===== src/rtl/load_store_unit.sv =====
// load_store_unit: memory stage behind the ALU. Each aligned load or store
// runs one req/ack transaction on the data bus. The unit holds the core with
// stall until the access retires, and returns extended load data to writeback.
// A misaligned access is flagged immediately and never reaches the bus.
// Optional feature: define LSU_TIMEOUT_EN to abort a transaction that gets no
// ack within TIMEOUT busy cycles. The abort is reported on bus_err_o.

module load_store_unit #(
    parameter int TIMEOUT = 16
) (
    input  logic        clk_i,
    input  logic        rst_ni,
    input  logic        mem_rd_i,
    input  logic        mem_wr_i,
    input  logic [2:0]  funct3_i,
    input  logic [31:0] addr_i,
    input  logic [31:0] wdata_i,
    output logic [31:0] rdata_o,
    output logic        stall_o,
    output logic        misalign_o,
    output logic        bus_err_o,
    output logic        bus_req_o,
    output logic        bus_we_o,
    output logic [31:0] bus_addr_o,
    output logic [3:0]  bus_be_o,
    output logic [31:0] bus_wdata_o,
    input  logic [31:0] bus_rdata_i,
    input  logic        bus_ack_i
);

    typedef enum logic [1:0] {
        S_IDLE = 2'd0,
        S_BUSY = 2'd1,
        S_DONE = 2'd2
    } state_e;

    // Last busy-cycle count before the transaction is abandoned.
    localparam logic [7:0] TO_LAST = 8'(TIMEOUT - 1);

    state_e state_q, state_d;

    // Request decode. The size comes from funct3[1:0]. The unsigned forms
    // share a size with their signed forms, and 011/110/111 fall into word.
    logic access, is_byte, is_half, is_word, misaligned, start;

    assign access     = mem_rd_i | mem_wr_i;
    assign is_byte    = (funct3_i[1:0] == 2'b00);
    assign is_half    = (funct3_i[1:0] == 2'b01);
    assign is_word    = ~is_byte & ~is_half;
    assign misaligned = (is_half & addr_i[0]) | (is_word & (addr_i[1:0] != 2'b00));
    assign start      = access & ~misaligned;

    // Transaction registers, captured when an access leaves IDLE.
    logic        we_q;
    logic [31:0] addr_q;
    logic [31:0] wdata_q;
    logic [3:0]  be_q;
    logic [2:0]  f3_q;
    logic [1:0]  off_q;
    logic [31:0] rdata_q;

    // Abort condition. This stays tied low when the timeout is not built.
    logic expire;

    // Byte-lane steering for stores: replicate the datum into every lane it may occupy.
    logic [3:0]  be_d;
    logic [31:0] wdata_d;

    always_comb begin
        be_d    = 4'b1111;
        wdata_d = wdata_i;
        if (is_byte) begin
            be_d    = 4'b0001 << addr_i[1:0];
            wdata_d = {4{wdata_i[7:0]}};
        end else if (is_half) begin
            be_d    = addr_i[1] ? 4'b1100 : 4'b0011;
            wdata_d = {2{wdata_i[15:0]}};
        end
    end

    // Load extraction: pick the lane by the captured offset, then extend it.
    logic [7:0]  byte_sel;
    logic [15:0] half_sel;
    logic [31:0] load_ext;

    always_comb begin
        case (off_q)
            2'd0:    byte_sel = bus_rdata_i[7:0];
            2'd1:    byte_sel = bus_rdata_i[15:8];
            2'd2:    byte_sel = bus_rdata_i[23:16];
            default: byte_sel = bus_rdata_i[31:24];
        endcase
        half_sel = off_q[1] ? bus_rdata_i[31:16] : bus_rdata_i[15:0];
        case (f3_q)
            3'b000:  load_ext = {{24{byte_sel[7]}}, byte_sel};
            3'b100:  load_ext = {24'd0, byte_sel};
            3'b001:  load_ext = {{16{half_sel[15]}}, half_sel};
            3'b101:  load_ext = {16'd0, half_sel};
            default: load_ext = bus_rdata_i;
        endcase
    end

    // State register.
    always_ff @(posedge clk_i or negedge rst_ni) begin
        if (!rst_ni) state_q <= S_IDLE;
        else         state_q <= state_d;
    end

    // Next-state logic. DONE always lasts one cycle, so the retiring
    // instruction cannot start a second transaction.
    always_comb begin
        state_d = state_q;
        case (state_q)
            S_IDLE:  if (start) state_d = S_BUSY;
            S_BUSY:  if (bus_ack_i || expire) state_d = S_DONE;
            S_DONE:  state_d = S_IDLE;
            default: state_d = S_IDLE;
        endcase
    end

    // Capture the bus request on entry to BUSY, and the load result on ack.
    // rdata is cleared at launch, so a store or an abort retires with zero.
    always_ff @(posedge clk_i or negedge rst_ni) begin
        if (!rst_ni) begin
            we_q    <= 1'b0;
            addr_q  <= '0;
            wdata_q <= '0;
            be_q    <= '0;
            f3_q    <= '0;
            off_q   <= '0;
            rdata_q <= '0;
        end else if (state_q == S_IDLE && start) begin
            we_q    <= mem_wr_i;
            addr_q  <= {addr_i[31:2], 2'b00};
            wdata_q <= wdata_d;
            be_q    <= be_d;
            f3_q    <= funct3_i;
            off_q   <= addr_i[1:0];
            rdata_q <= '0;
        end else if (state_q == S_BUSY && bus_ack_i) begin
            rdata_q <= we_q ? 32'd0 : load_ext;
        end
    end

`ifdef LSU_TIMEOUT_EN
    logic [7:0] cnt_q;
    logic       err_q;

    assign expire = (state_q == S_BUSY) && (cnt_q == TO_LAST);

    // Busy-cycle counter. It is zero on entry to BUSY. An ack that arrives
    // in the expiry cycle wins, so no error is raised for it.
    always_ff @(posedge clk_i or negedge rst_ni) begin
        if (!rst_ni) begin
            cnt_q <= '0;
            err_q <= 1'b0;
        end else begin
            if (state_q == S_BUSY) cnt_q <= cnt_q + 8'd1;
            else                   cnt_q <= '0;
            err_q <= expire & ~bus_ack_i;
        end
    end

    assign bus_err_o = err_q;
`else
    // Without the timeout, BUSY waits for ack indefinitely.
    logic unused_timeout;
    assign unused_timeout = ^TO_LAST;
    assign expire         = 1'b0;
    assign bus_err_o      = 1'b0;
`endif

    assign bus_we_o    = we_q;
    assign bus_addr_o  = addr_q;
    assign bus_be_o    = be_q;
    assign bus_wdata_o = wdata_q;

    // Outputs that depend on state. Reset forces them low at once, even
    // while the core is still presenting a request.
    always_comb begin
        stall_o    = 1'b0;
        misalign_o = 1'b0;
        bus_req_o  = 1'b0;
        rdata_o    = rdata_q;
        case (state_q)
            S_IDLE: begin
                stall_o    = start;
                misalign_o = access & misaligned;
                if (access & misaligned) rdata_o = '0;
            end
            S_BUSY: begin
                stall_o   = 1'b1;
                bus_req_o = 1'b1;
            end
            default: ;
        endcase
        if (!rst_ni) begin
            stall_o    = 1'b0;
            misalign_o = 1'b0;
            bus_req_o  = 1'b0;
            rdata_o    = '0;
        end
    end

endmodule


===== config.mk =====
export PLATFORM = sky130hd
export DESIGN_NAME = load_store_unit
export DESIGN_NICKNAME = d
export VERILOG_FILES = /design/src/rtl/load_store_unit.sv
export SDC_FILE = /design/constraint.sdc
export NUM_CORES = 1
export LEC_CHECK = 0
export CORE_ASPECT_RATIO = 0.7
export CORE_UTILIZATION = 55
export DETAILED_ROUTE_END_ITERATION = 8
export DONT_BUFFER_PORTS = 1
export GPL_ROUTABILITY_DRIVEN = 1
export HOLD_SLACK_MARGIN = 0.05
export PLACE_DENSITY = 0.7
export SLEW_MARGIN = 20
export SYNTH_ARGS = -nofsm -noshare
export SYNTH_HDL_FRONTEND = slang
export SYNTH_SLANG_ARGS = --single-unit

===== constraint.sdc =====
create_clock -name clk_i -period 2.1 [get_ports clk_i]
set_input_delay 0.21 -clock clk_i [delete_from_list [all_inputs] [get_ports clk_i]]
set_output_delay 0.21 -clock clk_i [all_outputs]
set_load 0.05 [all_outputs]

# Word-level counts from Yosys, hierarchy flattened

Cells that the tools add are included.

Input bits: 104
Bits in registers: 106

Bitwise logic cells: 10
Equal/unequal tests: 9
Reductions and logical operators: 9
Mux-type cells: 23
Shifts and indexed selects: 1

Operators with widths:

| operator                                                               | number |
|---|---|
| 32-bit two-way mux                                                     | 8 |
| 32-bit one-hot mux with 4 select lines                                 | 1 |
| 8-bit one-hot mux with 3 select lines                                  | 1 |
| 16-bit two-way mux                                                     | 1 |
| 4-bit two-way mux                                                      | 3 |
| 2-bit by 1-bit equality test with 1-bit output (second input constant) | 3 |
| 3-bit equality test (second input constant)                            | 2 |
| 2-bit logical NOT                                                      | 3 |
| 1-bit bitwise AND                                                      | 5 |
| 1-bit two-way mux                                                      | 5 |
| 2-bit two-way mux                                                      | 2 |
| 2-bit inequality test (second input constant)                          | 2 |
| 2-bit one-hot mux with 2 select lines                                  | 1 |
| 2-bit nonzero test                                                     | 2 |
| 1-bit by 2-bit << shifter with 4-bit output (first input constant)     | 1 |
| 3-bit by 1-bit equality test with 1-bit output (second input constant) | 1 |
| 3-bit logical NOT                                                      | 1 |
| 1-bit NOT                                                              | 3 |
| 2-bit equality test (second input constant)                            | 1 |
| 1-bit logical AND                                                      | 2 |
| 1-bit bitwise OR                                                       | 2 |
| 1-bit one-hot mux with 2 select lines                                  | 1 |
| 2-bit AND reduction                                                    | 1 |

# Depth between registers and ports, before layout

Word-level depth: 9
Gate-level depth with buffers: 7

# Least setup slack after synthesis

OpenSTA, ideal clock, no wires.

Path type: register to output
From: register state_q[1]
To: output stall_o
Data arrival time: 2202 ps
Slack: -312 ps
Buffers on the path: 2
Stages on the path, launching flop included: 7
Path through: dfrtp_1 -> buf_2 -> nor2_2 -> nand4_4 -> buf_6 -> nor2b_1 -> nor3b_1

Longest elaborated chain between the ends: 3
Elaborated cells on any way between the ends: 4
Classes of those cells: eq/ne: 1; mux: 2; reduce/logical: 1

RTL lines:

| item                                                                                       | RTL line | source |
|---|---|---|
| from (decl)                                                                                | 40       | `state_e state_q, state_d;` |
| from (signal assigned)                                                                     | 106      | `else state_q <= state_d;` |
| 2-bit by 1-bit equality test with 1-bit output / 2-bit logical NOT (equally long branches) | 185      | `case (state_q)` |
| 1-bit one-hot mux with 2 select lines (*)                                                  | 185      |  |
| 1-bit two-way mux (*)                                                                      | 197      | `if (!rst_ni) begin` |
| to (decl)                                                                                  | 19       | `output logic stall_o,` |

Mark *: on every way between the ends. The rest lies on a longest branch, timed or not.

# Worst setup path in the final report

From: register state_q[0]
To: output rdata_o[23]

Longest elaborated chain between the ends: 3

RTL lines:

| item               | RTL line | source |
|---|---|---|
| 2-bit logical NOT  | 185      |  |
| 32-bit two-way mux | 185      |  |
| 32-bit two-way mux | 197      |  |
| to (decl)          | 18       | `output logic [31:0] rdata_o,` |

No other way between the ends.

==> results.cfg <==
[status]
status = finished, violations left
violations = hold timing

[placed_design]
dp_cells = 593
placed_area_mm2 = 0.005823
place_ws_ps = 335.0
dp_hpwl_um = 8548
routabilityCongestion = 0.8052
port_buffers = 0

[synthesis]
syn_inst = 462
ys_async_sr_fraction = 1.000
ys_ff_latch = 106
synth_area_mm2 = 0.005174
synth_flop_cell = dfrtp_1
synthDistinctLibCells = 46
synth_area_leaders = dfrtp_1 51%, mux2_2 7.6%, mux2i_1 6.8%
yosysSeqAreaShare = 0.5127
yosysTopAreaCell = dfrtp_1
synth_area_per_cell_um2 = 11.20
synth_edf_count = 0
yosys_warnings = 0
synth_top_area_frac = 0.5127

[detailed_routing]
ant_nets = 0
drc = 0
dr.pass1.iters = 5
wire_per_inst_um = 19.19
viasPerCell = 5.797
wirelength_um = 13150
vias = 3971
drt-initial-drc-count = 248

[finish]
nets = 660
final_area_mm2 = 0.006857
mostFrequentLayoutCell = dfrtp_1
layout_common_cells = 105 x dfrtp_1, 74 x dlygate4sd3_1, 48 x nand2_1
seq_area_mm2 = 0.002654
diodes = 0
area_growth_pct = 32.53
n_fill_cell = 630
instances_no_fill = 685
final_core_util = 0.7529
drive_gt1_frac = 0.2086
multi_input_area_mm2 = 0.002302

[global_route]
grt_pass1_wl_um = 21100
grt_max_degree = 111
grt_pass1_vias = 4024
grt_usage = 0.2775
globalRouteOverflowTotal = 0
antenna_found_initial = 0

[timing]
finalSetupViolCount = 0
timing.fmax_ghz = 0.5042
post-route-period-util = 0.9444
period_needed_ps = 1983
fin_worst_skew_ps = 6.778
finalHoldViolCount = 106
final.setup.worst_slack_ps = 116.8
fin_hold_ws_ps = -437.6
slew_headroom = 0.5708
setup-tns-final_ps = 0
maxSlewViolCount = 0
rsz0062_at_grt = false
worst_slew_pin_slew_ps = 643.1

[run]
maxCapViolCount = 0

[floorplanning]
die_w_um = 117.9
start_util = 0.5681
die_h_um = 83.15
num_rows = 29
die-area_mm2 = 0.009805
core_mm2 = 0.009107
io-pin-count = 209

[power]
max-vdd-ir-drop_mv = 1.003
power_mw = 9.374
power-per-cell-area_mw_per_mm2 = 1367
static-leakage-power_nw = 3.084

[worst_setup_path]
crit_chain = nor3_4 > a21boi_1 > buf_4 > and2_1 > buf_12
cpPeakStageDelay_ps = 540
crit_type = reg2out
path_delay_family = flip-flops
cp_slowest_cell = dfrtp_1
rrSetupSlack_ps = 320
start_kind = flip-flop
critPathMaxFanout = 32
cp_num_buf_inv = 2
endpoint_kind = output pin
cp.arrival_ps = 1770
required_ps = 1890

[clocking]
path_clk_slew_ps = 70
clk_latency_ps = 340
cts.sinks = 106
cts_max_level = 3
clock_path_buffers = 2
numCtsBuffers = 9
postCtsHoldBufs = 74
root_buffer = clkbuf_16
cts_tree = built

[hold_path]
holdCritPathClass = in2async
where the power goes:
part,internal (mW),switching [mW]
Sequential,2.79,2.50
Clock,0.805,0.742
Combinational,1.30,1.24
Total,4.89,4.49
repair_timing:
action / in CTS / in global routing
endpoints found under the setup margin: 32 / 32
gates resized for setup: 1 / 1
buffers inserted: 0 / 2
cloned: 0 / 0
hold endpoints to repair: 181 / 106
pin swaps: 0 / 1
cell families after synthesis:
group	Yosys count	synth area share
AOI/OAI and AO/OA	102	0.1335
xor gates and xnor gates	1	0.001693
buffers and inverters	39	0.04595
DFF	106	0.5127
muxes	78	0.1671
other	1	0.0007248
and+or+nand+nor	135	0.1383
state kept, by name (all words and copies together) (netlist names):
signal,flops
f3_q,3
bus_wdata_o,32
bus_we_o,1
state_q,2
bus_be_o,4
rdata_q,32
bus_addr_o,30
off_q,2
worst reg2reg max path, delay by kind of cell, from the launching register on:
| kind | cells | cell delay (ps) |
|---|---|---|
| AND/OR/NAND/NOR | 2 | 210 |
| buffers and inverters | 1 | 480 |
| flip-flops | 1 | 540 |
| multiplexers | 1 | 440 |
per-layer routing:
layer,vias up,GRT usage,part of all wire
li1,1814,-,-
met5,-,0,0
met1,1963,0.3612,0.42
met4,0,0.08625,0.015
met3,19,0.1003,0.093
met2,175,0.4353,0.47
synth_stat cells, types with 5 or more instances:
cell      number
buf_6          5
a22oi_1       23
and2_1        39
clkbuf_1       6
o21ai_0       36
mux2_2        35
a221o_1        8
buf_4          9
a21oi_1       15
dfrtp_1      106
nand2_1       48
buf_2         13
mux2_4         8
mux2i_1       35
a211oi_1       7
nor2_1        21
worst paths after layout:
check | start | to | cells after the start
max in group asynchronous | rst_ni | bus_addr_o[17] | 0
worst max-delay path | state_q[0] | rdata_o[23] | 5
worst min-delay path | rst_ni | bus_addr_o[3] | 0
worst max register to register | state_q[0] | bus_addr_o[6] | 4
min in group clk_i | wdata_i[6] | bus_wdata_o[22] | 2
worst min register to register | rdata_q[7] | rdata_q[7] | 2
layout make-up:
type                       count  area share
sequential                   106      0.3870
multi-input combinational    319      0.3358
inverter                       3    0.001642
timing repair buffer         117      0.2135
clock buffer                  10     0.03339
tap                          124     0.02263
clock inverter                 6    0.006022
No activity file was read; power rests on OpenSTA's default activity.
